### src/rtl/fft_chan_arb.sv
// Two-channel FIFO to FFT frame arbiter: fairly grants whole FFT_POINT-sample frames to ch0/ch1.
// Optional mid-frame starvation counter enabled by defining FFT_ARB_UNDERRUN_CNT_EN.
module fft_chan_arb #(
    parameter int FFT_POINT = 256,
    parameter int RST_HOLD  = 10
) (
    input  logic        clk_50m,
    input  logic        rst_n,
    input  logic        ch0_fifo_empty,
    input  logic        ch1_fifo_empty,
    output logic        ch0_fifo_rdreq,
    output logic        ch1_fifo_rdreq,
    input  logic [15:0] ch0_fifo_q,
    input  logic [15:0] ch1_fifo_q,
    input  logic        fft_ready,
    output logic        fft_rst_n,
    output logic        fft_valid,
    output logic        fft_sop,
    output logic        fft_eop,
    output logic [15:0] fft_data,
    output logic        fft_chan,
    output logic        frame_done,
    output logic [15:0] underrun_cnt
);

    localparam int CW = $clog2(FFT_POINT + 1);
    localparam logic [CW-1:0] POINT_C = CW'(FFT_POINT);
    localparam logic [CW-1:0] LAST_C  = CW'(FFT_POINT - 1);
    localparam logic [4:0]    HOLD_LAST_C = 5'(RST_HOLD - 1);

    typedef enum logic [1:0] {
        ST_HOLD   = 2'd0,
        ST_ARB    = 2'd1,
        ST_STREAM = 2'd2
    } state_t;

    state_t          state_r;
    state_t          state_nxt_s;
    logic [4:0]      hold_cnt_r;
    logic            fft_rst_n_r;
    logic            chan_r;
    logic            last_r;
    logic [CW-1:0]   issued_r;
    logic [CW-1:0]   vcnt_r;
    logic            valid_r;
    logic            done_r;
    logic [15:0]     data_hold_r;
    logic            rd_s;
    logic            grant_s;
    logic            grant_chan_s;
    logic            sel_empty_s;
    logic            frame_open_s;
    logic            eop_s;
    logic [15:0]     sel_q_s;

    assign sel_empty_s  = chan_r ? ch1_fifo_empty : ch0_fifo_empty;
    assign sel_q_s      = chan_r ? ch1_fifo_q : ch0_fifo_q;
    assign frame_open_s = (issued_r < POINT_C);
    assign eop_s        = valid_r && (vcnt_r == LAST_C);

    // Next-state, grant decision and read request of the granted channel.
    always_comb begin
        state_nxt_s  = state_r;
        grant_s      = 1'b0;
        grant_chan_s = chan_r;
        rd_s         = 1'b0;
        case (state_r)
            ST_HOLD: begin
                if (fft_rst_n_r && fft_ready) begin
                    state_nxt_s = ST_ARB;
                end else begin
                    state_nxt_s = ST_HOLD;
                end
            end
            ST_ARB: begin
                // On a tie the channel not served last wins; last_r resets to ch1.
                if (!ch0_fifo_empty && !ch1_fifo_empty) begin
                    grant_s      = 1'b1;
                    grant_chan_s = ~last_r;
                    state_nxt_s  = ST_STREAM;
                end else if (!ch0_fifo_empty) begin
                    grant_s      = 1'b1;
                    grant_chan_s = 1'b0;
                    state_nxt_s  = ST_STREAM;
                end else if (!ch1_fifo_empty) begin
                    grant_s      = 1'b1;
                    grant_chan_s = 1'b1;
                    state_nxt_s  = ST_STREAM;
                end else begin
                    state_nxt_s = ST_ARB;
                end
            end
            ST_STREAM: begin
                rd_s = !sel_empty_s && fft_ready && frame_open_s;
                if (eop_s) begin
                    state_nxt_s = ST_ARB;
                end else begin
                    state_nxt_s = ST_STREAM;
                end
            end
            default: begin
                state_nxt_s = ST_HOLD;
            end
        endcase
    end

    assign ch0_fifo_rdreq = rd_s && !chan_r;
    assign ch1_fifo_rdreq = rd_s && chan_r;

    // State, core-reset sequencing, frame counters and output registers.
    always_ff @(posedge clk_50m or negedge rst_n) begin
        if (!rst_n) begin
            state_r     <= ST_HOLD;
            hold_cnt_r  <= 5'd0;
            fft_rst_n_r <= 1'b0;
            chan_r      <= 1'b0;
            last_r      <= 1'b1;
            issued_r    <= '0;
            vcnt_r      <= '0;
            valid_r     <= 1'b0;
            done_r      <= 1'b0;
            data_hold_r <= 16'd0;
        end else begin
            state_r <= state_nxt_s;
            if (state_r == ST_HOLD && !fft_rst_n_r) begin
                if (hold_cnt_r == HOLD_LAST_C) begin
                    fft_rst_n_r <= 1'b1;
                end else begin
                    hold_cnt_r <= hold_cnt_r + 5'd1;
                end
            end
            if (grant_s) begin
                chan_r <= grant_chan_s;
            end
            if (eop_s) begin
                issued_r <= '0;
                vcnt_r   <= '0;
                last_r   <= chan_r;
            end else begin
                if (rd_s) begin
                    issued_r <= issued_r + CW'(1);
                end
                if (valid_r) begin
                    vcnt_r <= vcnt_r + CW'(1);
                end
            end
            valid_r <= rd_s;
            done_r  <= eop_s;
            if (valid_r) begin
                data_hold_r <= sel_q_s;
            end
        end
    end

    // FIFO data passes straight through on the valid cycle so it lines up with rdreq+1.
    assign fft_rst_n  = fft_rst_n_r;
    assign fft_valid  = valid_r;
    assign fft_sop    = valid_r && (vcnt_r == '0);
    assign fft_eop    = eop_s;
    assign fft_data   = valid_r ? sel_q_s : data_hold_r;
    assign fft_chan   = chan_r;
    assign frame_done = done_r;

`ifdef FFT_ARB_UNDERRUN_CNT_EN
    logic [15:0] underrun_r;

    // Saturating count of streaming cycles starved by an empty granted FIFO.
    always_ff @(posedge clk_50m or negedge rst_n) begin
        if (!rst_n) begin
            underrun_r <= 16'd0;
        end else if (state_r == ST_STREAM && sel_empty_s && fft_ready && frame_open_s
                     && underrun_r != 16'hFFFF) begin
            underrun_r <= underrun_r + 16'd1;
        end
    end

    assign underrun_cnt = underrun_r;
`else
    assign underrun_cnt = 16'd0;
`endif

endmodule

### config.mk
export PLATFORM = sky130hd
export DESIGN_NAME = fft_chan_arb
export DESIGN_NICKNAME = d
export VERILOG_FILES = /design/src/rtl/fft_chan_arb.sv
export SDC_FILE = /design/constraint.sdc
export NUM_CORES = 1
export LEC_CHECK = 0
export ABC_CLOCK_PERIOD_IN_PS = 2200
export CAP_MARGIN = 10
export CORE_UTILIZATION = 30
export CTS_CLUSTER_SIZE = 10
export DETAILED_ROUTE_END_ITERATION = 6
export DONT_BUFFER_PORTS = 1
export PLACE_DENSITY = 0.53
export SLEW_MARGIN = 10
export SYNTH_ARGS = -nofsm -noshare
export SYNTH_HDL_FRONTEND = slang
export SYNTH_SLANG_ARGS = --single-unit
### constraint.sdc
create_clock -name clk_50m -period 2.2 [get_ports clk_50m]
set_clock_uncertainty 0.1 [all_clocks]
set_input_delay 0.22 -clock clk_50m [delete_from_list [all_inputs] [get_ports clk_50m]]
set_output_delay 0.22 -clock clk_50m [all_outputs]
set_load 0.03 [all_outputs]
==> impl_results.md <==
- Crit path largest cell delay: 0.58 ns
- Insertion delay to the later sink of the worst-skew pair: 0.29 ns
- Core ar.: 7292 sq um
- ANT nets after route: 0
- Post-placement cell count: 321
- DR vias/cell: 4.679
- First-pass GRT wire length: 6.913 mm
- I/O pin count: 77
- Syn avg cell area: 10.31 sq um
- Register area share after synthesis: 0.5058
- FILL cells: 756
- Width of the chip: 89.15 um
- Worst-path clk slew: 0.09 ns
- EDFF count, synth: 0
- Most common cell after layout, fill and taps aside: dfrtp_1
- Crit path arrival time: 1.76 ns
- Ys flop type: dfrtp_1
- Via count: 1558
- Root buf cell: clkbuf_8
- Area of the multi-input gates: 1045 sq um
- Die Ht: 89.15 um
- Worst Hold Class: primary input to flip-flop
- Number of global-route vias before repair: 1442
- Critical path required time: 1.88 ns
- Peak supply drop: 0.5284 mV
- Pins over their slew limit: 0
- RSZ-0062 raised after global routing: no
- Routed Wire Length: 4.185 mm
- Max-Cap Viols: 0
- Relative slew slack: 0.5397
- Post-route minimum period: 2.083 ns
- Flop-to-flop setup slack: 0.40 ns
- Fin Setup TNS: 0 ns
- Crit. End Element: output port
- Drt first-iter violations: 54
- WS Path Type: flip-flop to output port
- CP cell instances: buf_4, mux2i_1, a21oi_1
- Rows: 31
- CP max stage cell: a21oi_1
- Unique masters post-synth: 42
- Startpoint class of the critical path: flip-flop
- Final HPWL from detailed placement: 2.846 mm
- Die Area: 7948 sq um
- # setup viols final: 0
- Layout Cells excl Fill: 333
- Initial antenna violation count: 0
- Most frequent cells in the layout: dfrtp_1 (45), nor2_1 (28), mux2i_1 (18)
- Static Leak: 0.001172 uW
- Post-CTS setup buffers: 0
- Global Route Usage Sum: 0.1152
- Mapped Cells: 221
- CTS buffer count: 5
- DRC viols: 0
- Syn. warnings: 0
- IO buf count: 0
- FMAX: 480.2 MHz
- Ant. Diodes: 0
- GRT overflow: 0
- Synth-to-Final Area Change: 13.18%
- Final Net Count: 275
- Layout cells sized above 1: 0.1496
- Slew @ Worst Pin: 0.6905 ns
- Starting Density: 0.3125
- Post-synth ARST share: 1.000
- Final worst-path cycle share: 0.9466
- Crit Path Max Fanout: 21
- CTS tree: yes
- CTS Sinks: 46
- Max clock buf depth: 2
- PwrDens: 1110 nW/um^2
- CP bufs+invs: 1
- Largest net degree at the start of global routing: 47
- Cell Area, Synth: 2278 sq um
- CTS H-Tree Depth: 2
- Register area: 1152 sq um
- First drt pass iteration count: 4
- Final Hold Violating Endpoints: 0
- Run status: completed
- Wire per inst: 12.57 um
- Yosys reg bits: 46
- RePlAce Congestion: 0.7430
- Top delay family on crit path: compound AO/OA/AOI/OAI gates
cell type report:
type,instances,area share
Timing Repair Buffer,14,0.05434
Tap cell,99,0.04804
Multi-Input combinational cell,159,0.4051
Sequential cell,46,0.4469
Clock inverter,1,0.001941
Clock buffer,7,0.03348
Inverter,7,0.01019
stage by stage:
stage	setup WS [ns]	total power, uW	instance area [sq um]	utilization	hold WS, ns
after floorplan	0.2540	2114	2341	-	-0.1756
after global placement	0.3932	2271	2385	0.3270	-0.1743
after detailed placement	0.3607	2280	2385	0.3270	-0.1740
after CTS	0.03597	2853	2534	0.3475	0.02681
after global routing	0.003255	3061	2579	0.3536	0.02790
final	0.1175	2862	2579	0.3536	0.03939
kinds of logic after synthesis:
group | after synthesis | share of synthesized area
and+or+nand+nor | 71 | 0.1615
DFF | 46 | 0.5058
AOI/OAI and AO/OA | 35 | 0.08787
buffers and inverters | 31 | 0.07962
muxes | 20 | 0.09006
xor gates and xnor gates | 12 | 0.04613
adders and majority gates | 5 | 0.02746
other | 1 | 0.001646
metal layers:
metal,routed length (um),part of all wire,vias up,track usage
met5,0,0,-,0
met4,24,0.0057,0,0.03463
met3,278,0.066,2,0.03232
met2,1940,0.46,60,0.1825
met1,1943,0.46,740,0.1536
li1,-,-,756,-
state kept, by name, indices dropped and copies added, names as in the netlist, 2 cells and up:
register and count:
hold_cnt_r 5, state_r 2, issued_r 9, data_hold_r 16
vcnt_r 9
cells in the mapped netlist, drive strengths merged, types with 2 or more instances:
cell type | count | share of area
xor2 | 6 | 0.023
or4 | 4 | 0.013
and3 | 2 | 0.0055
and4 | 2 | 0.0077
o31ai | 2 | 0.0066
a21oi | 21 | 0.046
o21a | 2 | 0.0066
nand2b | 2 | 0.0055
o21ai | 4 | 0.0088
nand3 | 10 | 0.022
ha | 5 | 0.027
dfrtp | 45 | 0.49
mux2i | 19 | 0.085
nand4 | 2 | 0.0055
buf | 21 | 0.063
inv | 7 | 0.012
xnor2 | 6 | 0.023
nand2 | 10 | 0.018
clkbuf | 3 | 0.0049
nor2 | 28 | 0.046
or3 | 2 | 0.0055
nor3 | 2 | 0.0044
timing repair:
item,CTS,global route
hold buffers,4,0
gates resized for setup,0,13
setup endpoints to repair,0,11
hold endpoints to repair,48,0
worst reg2reg max path, cell delays in order, from the launching register on:
cell and delay, ns:
dfrtp_1 0.37, ha_1 0.17, nand4_1 0.20, or3_1 0.43, buf_4 0.18, a21boi_0 0.15, mux2i_1 0.09
report_power, final:
group,internal (uW),switching [uW]
registers,1060,117
clock network,254,275
logic,339,821
path summary, 6_finish.rpt:
kind,from,end,cells past startpoint
max in group asynchronous,rst_n,last_r,2
min in group asynchronous,rst_n,fft_rst_n,2
max reg2reg,vcnt_r[0],vcnt_r[5],6
min,ch0_fifo_empty,state_r[1],2
min reg2reg,hold_cnt_r[4],hold_cnt_r[4],1
max,fft_chan,fft_data[14],3
(Power assumes the default switching activity.)
